[config.mk]
export PLATFORM = sky130hd
export DESIGN_NAME = axis_packet_merger_flat
export DESIGN_NICKNAME = d
export VERILOG_FILES = /design/src/rtl/axis_packet_merger_if.sv /design/src/rtl/axis_packet_merger.sv /design/src/flat_wrapper.sv
export SDC_FILE = /design/constraint.sdc
export NUM_CORES = 1
export LEC_CHECK = 0
export ABC_AREA = 0
export ABC_CLOCK_PERIOD_IN_PS = 8350
export BUFFER_PORTS_ARGS = -buffer_cell sky130_fd_sc_hd__buf_2
export CAP_MARGIN = 5
export CORE_ASPECT_RATIO = 0.75
export CORE_MARGIN = 2
export CORE_UTILIZATION = 33
export CTS_CLUSTER_SIZE = 24
export DETAILED_ROUTE_END_ITERATION = 10
export HOLD_SLACK_MARGIN = 0.06
export PLACE_DENSITY = 0.51
export REMOVE_ABC_BUFFERS = 1
export SYNTH_ARGS = -nofsm -noshare
export SYNTH_HDL_FRONTEND = slang
export SYNTH_SLANG_ARGS = --single-unit
[constraint.sdc]
create_clock -name clk -period 8.35 [get_ports clk]
set_input_delay 0.835 -clock clk [delete_from_list [all_inputs] [get_ports clk]]
set_output_delay 0.835 -clock clk [all_outputs]
set_load 0.02 [all_outputs]
[src/rtl/axis_packet_merger_if.sv]
// AXI-Stream bundle shared by the packet merger input and output ports.
// Master drives payload and valid, slave drives ready.
interface axis_packet_merger_if #(
  parameter int DATA_WIDTH = 16,
  parameter int KEEP_WIDTH = 2,
  parameter int ID_WIDTH   = 1,
  parameter int DEST_WIDTH = 1,
  parameter int USER_WIDTH = 1
);
  logic [DATA_WIDTH-1:0] tdata;
  logic [KEEP_WIDTH-1:0] tkeep;
  logic                  tvalid;
  logic                  tready;
  logic                  tlast;
  logic [ID_WIDTH-1:0]   tid;
  logic [DEST_WIDTH-1:0] tdest;
  logic [USER_WIDTH-1:0] tuser;

  modport master (
    output tdata, tkeep, tvalid, tlast,
    output tid, tdest, tuser,
    input  tready
  );

  modport slave (
    input  tdata, tkeep, tvalid, tlast,
    input  tid, tdest, tuser,
    output tready
  );
endinterface

[src/rtl/axis_packet_merger.sv]
// Merges packet_count input packets into one output packet,
// regenerating tlast and optionally checking input packet length.
module axis_packet_merger #(
  parameter int DATA_WIDTH        = 16,
  parameter int KEEP_ENABLE       = (DATA_WIDTH > 8),
  parameter int KEEP_WIDTH        = (KEEP_ENABLE != 0) ? ((DATA_WIDTH + 7) / 8) : 1,
  parameter int ID_ENABLE         = 0,
  parameter int ID_WIDTH          = (ID_ENABLE != 0) ? 8 : 1,
  parameter int DEST_ENABLE       = 0,
  parameter int DEST_WIDTH        = (DEST_ENABLE != 0) ? 8 : 1,
  parameter int USER_ENABLE       = 0,
  parameter int USER_WIDTH        = (USER_ENABLE != 0) ? 8 : 1,
  parameter int PCKT_WIDTH        = 32,
  parameter int ALLOW_LOCKS       = 1,
  parameter int CHECK_PACKET_SIZE = 1
) (
  input  logic                  clk,
  input  logic                  rst_n,
  input  logic                  operation_start,
  input  logic [PCKT_WIDTH-1:0] packet_size,
  input  logic [PCKT_WIDTH-1:0] packet_count,
  input  logic                  lock,
  input  logic                  external_error,
  output logic                  operation_busy,
  output logic                  operation_complete,
  output logic                  operation_error,
  axis_packet_merger_if.slave   s_axis,
  axis_packet_merger_if.master  m_axis
);

  typedef enum logic [1:0] {
    S_IDLE,
    S_RUN,
    S_ERROR
  } state_t;

  localparam logic [PCKT_WIDTH-1:0] ONE = PCKT_WIDTH'(1);

  state_t state_q, state_d;

  logic [PCKT_WIDTH-1:0] size_q, size_d;
  logic [PCKT_WIDTH-1:0] count_q, count_d;
  logic [PCKT_WIDTH-1:0] beat_q, beat_d;
  logic [PCKT_WIDTH-1:0] pkt_q, pkt_d;

  logic last_taken_q, last_taken_d;
  logic complete_q, complete_d;
  logic valid_q, valid_d;
  logic tlast_q, tlast_d;

  logic [DATA_WIDTH-1:0] data_q, data_d;
  logic [KEEP_WIDTH-1:0] keep_q, keep_d;
  logic [ID_WIDTH-1:0]   id_q, id_d;
  logic [DEST_WIDTH-1:0] dest_q, dest_d;
  logic [USER_WIDTH-1:0] user_q, user_d;

  logic                  lock_eff;
  logic                  in_ready;
  logic                  in_fire;
  logic                  out_fire;
  logic                  final_in;
  logic                  size_bad;
  logic [PCKT_WIDTH-1:0] beat_inc;

  assign lock_eff = (ALLOW_LOCKS != 0) && lock;
  assign in_ready = (state_q == S_RUN) && !lock_eff
                 && !last_taken_q
                 && (!valid_q || m_axis.tready);
  assign in_fire  = in_ready && s_axis.tvalid;
  assign out_fire = valid_q && m_axis.tready;
  assign beat_inc = beat_q + ONE;
  assign final_in = s_axis.tlast && (pkt_q == count_q - ONE);

  // Length is wrong if tlast comes early or is missing at the limit.
  assign size_bad = (CHECK_PACKET_SIZE != 0)
                 && (s_axis.tlast ? (beat_inc != size_q)
                                  : (beat_inc == size_q));

  always_comb begin
    state_d      = state_q;
    size_d       = size_q;
    count_d      = count_q;
    beat_d       = beat_q;
    pkt_d        = pkt_q;
    last_taken_d = last_taken_q;
    complete_d   = 1'b0;
    valid_d      = valid_q;
    tlast_d      = tlast_q;
    data_d       = data_q;
    keep_d       = keep_q;
    id_d         = id_q;
    dest_d       = dest_q;
    user_d       = user_q;

    unique case (state_q)
      S_IDLE, S_ERROR: begin
        if (operation_start) begin
          size_d       = packet_size;
          count_d      = packet_count;
          beat_d       = '0;
          pkt_d        = '0;
          last_taken_d = 1'b0;
          valid_d      = 1'b0;
          tlast_d      = 1'b0;
          if (packet_size == '0 || packet_count == '0)
            state_d = S_ERROR;
          else
            state_d = S_RUN;
        end
      end
      S_RUN: begin
        if (external_error || (in_fire && size_bad)) begin
          state_d = S_ERROR;
          valid_d = 1'b0;
          tlast_d = 1'b0;
        end else begin
          if (out_fire) begin
            valid_d = 1'b0;
            if (tlast_q) begin
              complete_d   = 1'b1;
              state_d      = S_IDLE;
              last_taken_d = 1'b0;
              tlast_d      = 1'b0;
            end
          end
          if (in_fire) begin
            valid_d = 1'b1;
            tlast_d = final_in;
            data_d  = s_axis.tdata;
            keep_d  = s_axis.tkeep;
            id_d    = s_axis.tid;
            dest_d  = s_axis.tdest;
            user_d  = s_axis.tuser;
            beat_d  = s_axis.tlast ? '0 : beat_inc;
            pkt_d   = s_axis.tlast ? pkt_q + ONE : pkt_q;
            if (final_in)
              last_taken_d = 1'b1;
          end
        end
      end
      default: state_d = S_IDLE;
    endcase
  end

  always_ff @(posedge clk or negedge rst_n) begin
    if (!rst_n) begin
      state_q      <= S_IDLE;
      size_q       <= '0;
      count_q      <= '0;
      beat_q       <= '0;
      pkt_q        <= '0;
      last_taken_q <= 1'b0;
      complete_q   <= 1'b0;
      valid_q      <= 1'b0;
      tlast_q      <= 1'b0;
      data_q       <= '0;
      keep_q       <= '0;
      id_q         <= '0;
      dest_q       <= '0;
      user_q       <= '0;
    end else begin
      state_q      <= state_d;
      size_q       <= size_d;
      count_q      <= count_d;
      beat_q       <= beat_d;
      pkt_q        <= pkt_d;
      last_taken_q <= last_taken_d;
      complete_q   <= complete_d;
      valid_q      <= valid_d;
      tlast_q      <= tlast_d;
      data_q       <= data_d;
      keep_q       <= keep_d;
      id_q         <= id_d;
      dest_q       <= dest_d;
      user_q       <= user_d;
    end
  end

  assign s_axis.tready      = in_ready;
  assign m_axis.tvalid      = valid_q;
  assign m_axis.tlast       = tlast_q;
  assign m_axis.tdata       = data_q;
  assign m_axis.tkeep       = (KEEP_ENABLE != 0) ? keep_q : '0;
  assign m_axis.tid         = (ID_ENABLE != 0) ? id_q : '0;
  assign m_axis.tdest       = (DEST_ENABLE != 0) ? dest_q : '0;
  assign m_axis.tuser       = (USER_ENABLE != 0) ? user_q : '0;
  assign operation_busy     = (state_q == S_RUN);
  assign operation_error    = (state_q == S_ERROR);
  assign operation_complete = complete_q;

endmodule
[src/flat_wrapper.sv]
// flat-port wrapper written by rule: the top's interface ports become plain ports
module axis_packet_merger_flat 
#(
  parameter int DATA_WIDTH        = 16,
  parameter int KEEP_ENABLE       = (DATA_WIDTH > 8),
  parameter int KEEP_WIDTH        = (KEEP_ENABLE != 0) ? ((DATA_WIDTH + 7) / 8) : 1,
  parameter int ID_ENABLE         = 0,
  parameter int ID_WIDTH          = (ID_ENABLE != 0) ? 8 : 1,
  parameter int DEST_ENABLE       = 0,
  parameter int DEST_WIDTH        = (DEST_ENABLE != 0) ? 8 : 1,
  parameter int USER_ENABLE       = 0,
  parameter int USER_WIDTH        = (USER_ENABLE != 0) ? 8 : 1,
  parameter int PCKT_WIDTH        = 32,
  parameter int ALLOW_LOCKS       = 1,
  parameter int CHECK_PACKET_SIZE = 1
)
  (clk, rst_n, operation_start, packet_size, packet_count, lock, external_error, operation_busy, operation_complete, operation_error, s_axis_tdata, s_axis_tkeep, s_axis_tvalid, s_axis_tlast, s_axis_tid, s_axis_tdest, s_axis_tuser, s_axis_tready, m_axis_tdata, m_axis_tkeep, m_axis_tvalid, m_axis_tlast, m_axis_tid, m_axis_tdest, m_axis_tuser, m_axis_tready);
  axis_packet_merger_if #(.DATA_WIDTH(DATA_WIDTH), .KEEP_WIDTH(KEEP_WIDTH), .ID_WIDTH(ID_WIDTH), .DEST_WIDTH(DEST_WIDTH), .USER_WIDTH(USER_WIDTH)) s_axis_i ();
  axis_packet_merger_if #(.DATA_WIDTH(DATA_WIDTH), .KEEP_WIDTH(KEEP_WIDTH), .ID_WIDTH(ID_WIDTH), .DEST_WIDTH(DEST_WIDTH), .USER_WIDTH(USER_WIDTH)) m_axis_i ();
  input  logic clk;
  input  logic rst_n;
  input  logic operation_start;
  input  logic [PCKT_WIDTH-1:0] packet_size;
  input  logic [PCKT_WIDTH-1:0] packet_count;
  input  logic lock;
  input  logic external_error;
  output logic operation_busy;
  output logic operation_complete;
  output logic operation_error;
  input wire logic [$bits(s_axis_i.tdata)-1:0] s_axis_tdata;
  input wire logic [$bits(s_axis_i.tkeep)-1:0] s_axis_tkeep;
  input wire logic [$bits(s_axis_i.tvalid)-1:0] s_axis_tvalid;
  input wire logic [$bits(s_axis_i.tlast)-1:0] s_axis_tlast;
  input wire logic [$bits(s_axis_i.tid)-1:0] s_axis_tid;
  input wire logic [$bits(s_axis_i.tdest)-1:0] s_axis_tdest;
  input wire logic [$bits(s_axis_i.tuser)-1:0] s_axis_tuser;
  output wire logic [$bits(s_axis_i.tready)-1:0] s_axis_tready;
  output wire logic [$bits(m_axis_i.tdata)-1:0] m_axis_tdata;
  output wire logic [$bits(m_axis_i.tkeep)-1:0] m_axis_tkeep;
  output wire logic [$bits(m_axis_i.tvalid)-1:0] m_axis_tvalid;
  output wire logic [$bits(m_axis_i.tlast)-1:0] m_axis_tlast;
  output wire logic [$bits(m_axis_i.tid)-1:0] m_axis_tid;
  output wire logic [$bits(m_axis_i.tdest)-1:0] m_axis_tdest;
  output wire logic [$bits(m_axis_i.tuser)-1:0] m_axis_tuser;
  input wire logic [$bits(m_axis_i.tready)-1:0] m_axis_tready;
  assign s_axis_i.tdata = s_axis_tdata;
  assign s_axis_i.tkeep = s_axis_tkeep;
  assign s_axis_i.tvalid = s_axis_tvalid;
  assign s_axis_i.tlast = s_axis_tlast;
  assign s_axis_i.tid = s_axis_tid;
  assign s_axis_i.tdest = s_axis_tdest;
  assign s_axis_i.tuser = s_axis_tuser;
  assign s_axis_tready = s_axis_i.tready;
  assign m_axis_tdata = m_axis_i.tdata;
  assign m_axis_tkeep = m_axis_i.tkeep;
  assign m_axis_tvalid = m_axis_i.tvalid;
  assign m_axis_tlast = m_axis_i.tlast;
  assign m_axis_tid = m_axis_i.tid;
  assign m_axis_tdest = m_axis_i.tdest;
  assign m_axis_tuser = m_axis_i.tuser;
  assign m_axis_i.tready = m_axis_tready;
  axis_packet_merger #(.DATA_WIDTH(DATA_WIDTH), .KEEP_ENABLE(KEEP_ENABLE), .KEEP_WIDTH(KEEP_WIDTH), .ID_ENABLE(ID_ENABLE), .ID_WIDTH(ID_WIDTH), .DEST_ENABLE(DEST_ENABLE), .DEST_WIDTH(DEST_WIDTH), .USER_ENABLE(USER_ENABLE), .USER_WIDTH(USER_WIDTH), .PCKT_WIDTH(PCKT_WIDTH), .ALLOW_LOCKS(ALLOW_LOCKS), .CHECK_PACKET_SIZE(CHECK_PACKET_SIZE)) u_core (.clk(clk), .rst_n(rst_n), .operation_start(operation_start), .packet_size(packet_size), .packet_count(packet_count), .lock(lock), .external_error(external_error), .operation_busy(operation_busy), .operation_complete(operation_complete), .operation_error(operation_error), .s_axis(s_axis_i), .m_axis(m_axis_i));
endmodule
[Word-level counts from Yosys, hierarchy flattened]
Index checks and enable logic that the tools add are counted.
Word-level totals
  flip-flop bits (word level): 152
  bits of input ports: 93
  word-level logic and storage cells: 86
Operators by class
  add/subtract/negate cells: 3
  equality and inequality tests: 12
  muxes and demuxes: 34
  bitwise logic cells: 1
  reduce and logical (&&, ||, !) cells: 25
Operators with widths (count)
  2-to-1 mux 32 bit: 7
  case mux 32 bit (2 select lines): 2
  adder 32 x 1 -> 32 bit (second input constant): 2
  equality test 32 bit: 2
  zero test 32 bit: 2
  inequality test 32 bit: 1
  subtractor 32 x 1 -> 32 bit (second input constant): 1
  2-to-1 mux 1 bit: 16
  AND reduction 3 bit: 4
  2-to-1 mux 2 bit: 5
  logical AND 1 bit: 7
  inequality test 3 x 1 -> 1 bit (second input constant): 2
  case mux 1 bit (2 select lines): 3
  AND reduction 5 bit: 1
  inequality test 2 x 1 -> 1 bit (second input constant): 2
  inequality test 2 bit (second input constant): 2
  inequality test 4 x 1 -> 1 bit (second input constant): 1
  case mux 2 bit (2 select lines): 1
  AND reduction 4 bit: 1
  zero test 1 bit: 3
  logical OR 1 bit: 3
  equality test 2 x 1 -> 1 bit (second input constant): 1
  equality test 2 bit (second input constant): 1
  zero test 2 bit: 1
  other kinds (4): 4

[Longest topological paths before layout]
  depth after elaboration: 9
  depth in mapped cells: 15
  gate-level depth less buffers: 12

[Worst setup path before layout]
Ideal clock, no wire load.
  kind: input port to flip-flop
  from: in m_axis_tready
  to: reg u_core.beat_q[15]
  library setup time: 0.133 ns
  arrival time: 3.842 ns
  setup slack: 4.376 ns
  cell stages on the path: 11
  cells stage by stage: inv_1 a2111oi_0 nand2_1 nor3_1 and2_1 nand3b_1 and2_1 clkbuf_1 buf_2 o211ai_1 o31ai_1
On the way
  longest elaborated chain between the ends: 7
  elaborated cells on any way between the ends: 8
  those cells by class: eq/ne: 2; reduce/logical: 6
RTL lines
  start, declared: RTL line flat_wrapper.sv:45  | input wire logic [$bits(m_axis_i.tready)-1:0] m_axis_tready;
  logical OR 1 bit *: RTL line axis_packet_merger.sv:68  | && (!valid_q || m_axis.tready);
  logical AND 1 bit *: RTL line axis_packet_merger.sv:68
  net s_axis_tready: RTL line flat_wrapper.sv:37  | output wire logic [$bits(s_axis_i.tready)-1:0] s_axis_tready;
  logical AND 1 bit *: RTL line axis_packet_merger.sv:69  | assign in_fire = in_ready && s_axis.tvalid;
  logical AND 1 bit: RTL line axis_packet_merger.sv:112  | if (external_error || (in_fire && size_bad)) begin
  logical OR 1 bit: RTL line axis_packet_merger.sv:112
  inequality test 2 bit (no source line)
  AND reduction 4 bit (no source line) *
  end signal, assigned: RTL line axis_packet_merger.sv:165  | beat_q <= beat_d;
  end, declared: RTL line axis_packet_merger.sv:43  | logic [PCKT_WIDTH-1:0] beat_q, beat_d;
The timed path passes the listed nets; every way through them passes the cells marked *.
A chain may end at the register's enable or synchronous reset.

[Final worst setup path]
  from: reg u_core.beat_q[4]
  to: reg u_core.pkt_q[17]
On the way
  longest elaborated chain between the ends: 7
  elaborated cells on any way between the ends: 8
  those cells by class: add/sub: 1; eq/ne: 3; mux: 1; reduce/logical: 3
RTL lines
  adder 32 x 1 -> 32 bit *: RTL line axis_packet_merger.sv:71  | assign beat_inc = beat_q + ONE;
  equality test 32 bit or inequality test 32 bit (tied branches): RTL line axis_packet_merger.sv:77, axis_packet_merger.sv:76
  2-to-1 mux 1 bit *: RTL line axis_packet_merger.sv:76  | && (s_axis.tlast ? (beat_inc != size_q)
  logical AND 1 bit *: RTL line axis_packet_merger.sv:112
  logical OR 1 bit *: RTL line axis_packet_merger.sv:112
  inequality test 2 bit (no source line) *
  AND reduction 5 bit (no source line) *
  end signal, assigned: RTL line axis_packet_merger.sv:166  | pkt_q <= pkt_d;
  end, declared: RTL line axis_packet_merger.sv:44  | logic [PCKT_WIDTH-1:0] pkt_q, pkt_d;
Mark *: on every way between the ends. The rest lies on a longest branch, timed or not.

==> impl_metrics.py <==
metrics = {
    "setup_path": {
        "cpPeakStageDelay_ns": 1.01,
        "setup.worst_path.class": "reg2reg",
        "crit_fanout": 31,
        "timing.rr.start": "u_core.beat_q[4]",
        "cp_slowest_cell": "nor4_1",
        "crit_required_ns": 8.65,
        "worstPathCellList": "nand4_1 -> nor4_1 -> nand3_1 -> xnor2_1 -> a2111oi_0 -> nand4_1 -> nand3b_1 -> buf_4 -> and2_1 -> buf_4 -> o21ai_0 -> o41ai_1",
        "cp_top_family": "simple AND/OR/NAND/NOR gates",
        "end_kind": "flop",
        "r2r-end": "u_core.pkt_q[17]",
        "worst-path-buf-inv": 2,
        "r2r_cells": 12,
        "worstPathArrival_ns": 5.25,
        "rrSetupSlack_ns": 3.40,
        "startpoint_type": "flop",
    },
    "synth": {
        "synth.ff_latch_count": 152,
        "synthFlopType": "dfrtp_1",
        "synth_top_area_share_pct": 41.9,
        "ys_seq_area_share_pct": 41.9,
        "syn-instance-count": 1071,
        "synthTopCellsByArea": "dfrtp_1, nand2_1, xnor2_1",
        "synthArstFlopShare_pct": 100,
        "ys_warn_count": 0,
        "yosysUniqueCellTypes": 69,
        "yosys.area.top_type": "dfrtp_1",
        "synth_edf_count": 0,
        "avgSynthCellArea_um2": 8.48,
        "yosysMostFrequentCell": "nand2_1",
        "synth_common_cells": "nand2_1, dfrtp_1, nor2_1",
        "synth_area_um2": 9090,
    },
    "clock_tree": {
        "cts_tree": "yes",
        "post-cts-setup-buffers": 0,
        "clk_pin_slew_ns": 0.06,
        "h-tree-depth": 4,
        "cts_resized": 0,
        "clockBufferDepth": 2,
        "cts.sinks": 152,
        "numCtsBuffers": 17,
        "hold_buffers": 0,
        "cts-root-buf": "clkbuf_16",
        "clk_latency_ns": 0.43,
    },
    "drt": {
        "drtIter0Drc": 581,
        "wl_per_cell_um": 17.7,
        "num_vias": 8056,
        "wl_um": 26800,
        "via_per_inst": 5.33,
        "ant_nets": 0,
        "first_pass_iters": 5,
        "route.detailed.drc": 0,
    },
    "global_routing": {
        "grt_max_degree": 96,
        "antenna_found_initial": 0,
        "grt_pass1_vias": 7736,
        "track_usage_pct": 19.2,
        "overflow": 0,
        "grt_pass1_wl_um": 43500,
    },
    "status": {
        "status": "finished, final reports clean",
    },
    "pwr": {
        "power.density_nw_per_um2": 227,
        "swShare_pct": 36.0,
        "pwr-share-comb_pct": 27.7,
        "p_switching_uw": 851,
        "clkPwrFrac_pct": 30.1,
        "seq_power_share_pct": 42.3,
        "irDropWorstVdd_uv": 134,
        "p_leak_nw": 4.60,
        "intPower_mw": 1.51,
    },
    "sta": {
        "finalHoldWorstSlack_ns": 0.489,
        "finClkSkew_ns": 0.00873,
        "worst_pin_slew_ns": 1.06,
        "setup_viol": 0,
        "tns_ns": 0,
        "period_share_pct": 59.3,
        "slew_viol_final": 0,
        "period_needed_ns": 4.95,
        "rsz0062_at_grt": "no",
        "max_freq_mhz": 202,
        "hold_viol": 0,
        "relSlewSlack_pct": 28.5,
        "setup_slack_ns": 3.40,
    },
    "floorplan": {
        "pin_count": 120,
        "dieArea_um2": 28900,
        "start_util_pct": 33.7,
        "die_w_um": 196,
        "fp.dieH_um": 148,
        "num_rows": 52,
        "core-area_um2": 27000,
    },
    "placed_design": {
        "gp_congestion": 0.841,
        "port-buffer-count": 113,
        "dp_hpwl_um": 18700,
        "place_ws_ns": 3.36,
        "postPlaceCellArea_um2": 9920,
    },
    "cells_and_area": {
        "fin_nets": 1245,
        "drive_above_1_share_pct": 16.4,
        "fin_area_um2": 10400,
        "n_fill_cell": 2800,
        "area_growth_syn_to_layout_pct": 14.8,
        "antennaDiodeCount": 0,
    },
    "min_path": {
        "hp-class": "in2async",
    },
    "job": {
        "max-cap-violations": 0,
    },
}
[worst max path at each step]
stage / to / depth (start not counted) / start
after CTS: u_core.pkt_q[17] / 12 / u_core.beat_q[4]
final: u_core.pkt_q[17] / 12 / u_core.beat_q[4]
after global placement: u_core.pkt_q[17] / 12 / u_core.beat_q[4]
after detailed placement: u_core.pkt_q[9] / 12 / u_core.beat_q[4]
after floorplan: u_core.m_axis.tdata[0] / 10 / u_core.beat_q[0]
after global routing: u_core.pkt_q[31] / 12 / u_core.beat_q[4]
[layout by cell type (no fill, tap or decap), drive strengths merged, types with 18 or more instances in the layout]
cell | synthesis | routed
a21oi | 38 | 38
inv | 21 | 21
nor3 | 18 | 18
buf | 20 | 121
mux2 | 19 | 19
xor2 | 31 | 31
nand3 | 31 | 31
nand2 | 241 | 241
clkbuf | 44 | 22
nor4 | 31 | 31
dfrtp | 152 | 152
nor2 | 62 | 62
nand4 | 25 | 25
o211ai | 18 | 18
o31ai | 35 | 35
xnor2 | 54 | 54
o21ai | 60 | 60
[registers in the layout (all words and copies together) (netlist names)]
register / flops
u_core.beat_q: 32
u_core.count_q: 32
u_core.last_taken_q: 1
u_core.m_axis.tdata: 16
u_core.m_axis.tkeep: 2
u_core.m_axis.tlast: 1
u_core.m_axis.tvalid: 1
u_core.operation_complete: 1
u_core.pkt_q: 32
u_core.size_q: 32
u_core.state_q: 2
[logic make-up (layout without fill, tap and decap cells)]
| family | Yosys count | after routing | synth area share [%] |
|---|---|---|---|
| compound gates | 210 | 210 | 15.1 |
| xor+xnor | 85 | 85 | 8.19 |
| fa+ha+maj | 3 | 3 | 0.413 |
| buf+inv | 85 | 172 | 3.84 |
| flops | 152 | 152 | 41.9 |
| mux | 24 | 24 | 2.91 |
| other cells | 1 | 3 | 0.0413 |
| simple gates | 511 | 511 | 27.6 |
[power groups by stage]
stage	logic [mW]	registers, mW	clock network (mW)
floorplan	0.430	0.998	0
detailed placement	0.654	1.01	0
global placement	0.649	1.01	0
CTS	0.658	0.999	0.731
global route	0.740	1.02	0.759
finish	0.654	0.999	0.710
[final cells by class]
| type | count | area (um2) | area share [%] |
|---|---|---|---|
| repair buffers | 121 | 632 | 6.06 |
| clock inverters | 8 | 51.3 | 0.492 |
| clock buffers | 22 | 464 | 4.45 |
| multi-input cells | 836 | 4970 | 47.6 |
| well taps | 351 | 439 | 4.21 |
| flip-flops and latches | 152 | 3800 | 36.5 |
| inverters | 21 | 78.8 | 0.755 |
[per-stage QoR]
step           total power [mW]  instances  util [%]
2_1_floorplan              1.43       1009         -
3_3_place_gp               1.66       1481      36.7
3_5_place_dp               1.67       1481      36.7
4_1_cts                    2.39       1511      38.6
5_1_grt                    2.52       1511      38.6
6_report                   2.36       1511      38.6
[per-layer routing]
layer	up-vias	global-route usage (%)	part of all wire, %
met5	-	0	0
met4	0	3.78	0.71
met3	10	4.20	5.3
met2	170	27.1	41
met1	3881	29.8	53
li1	3995	-	-
Note: power is estimated with default switching activity, not from simulation.
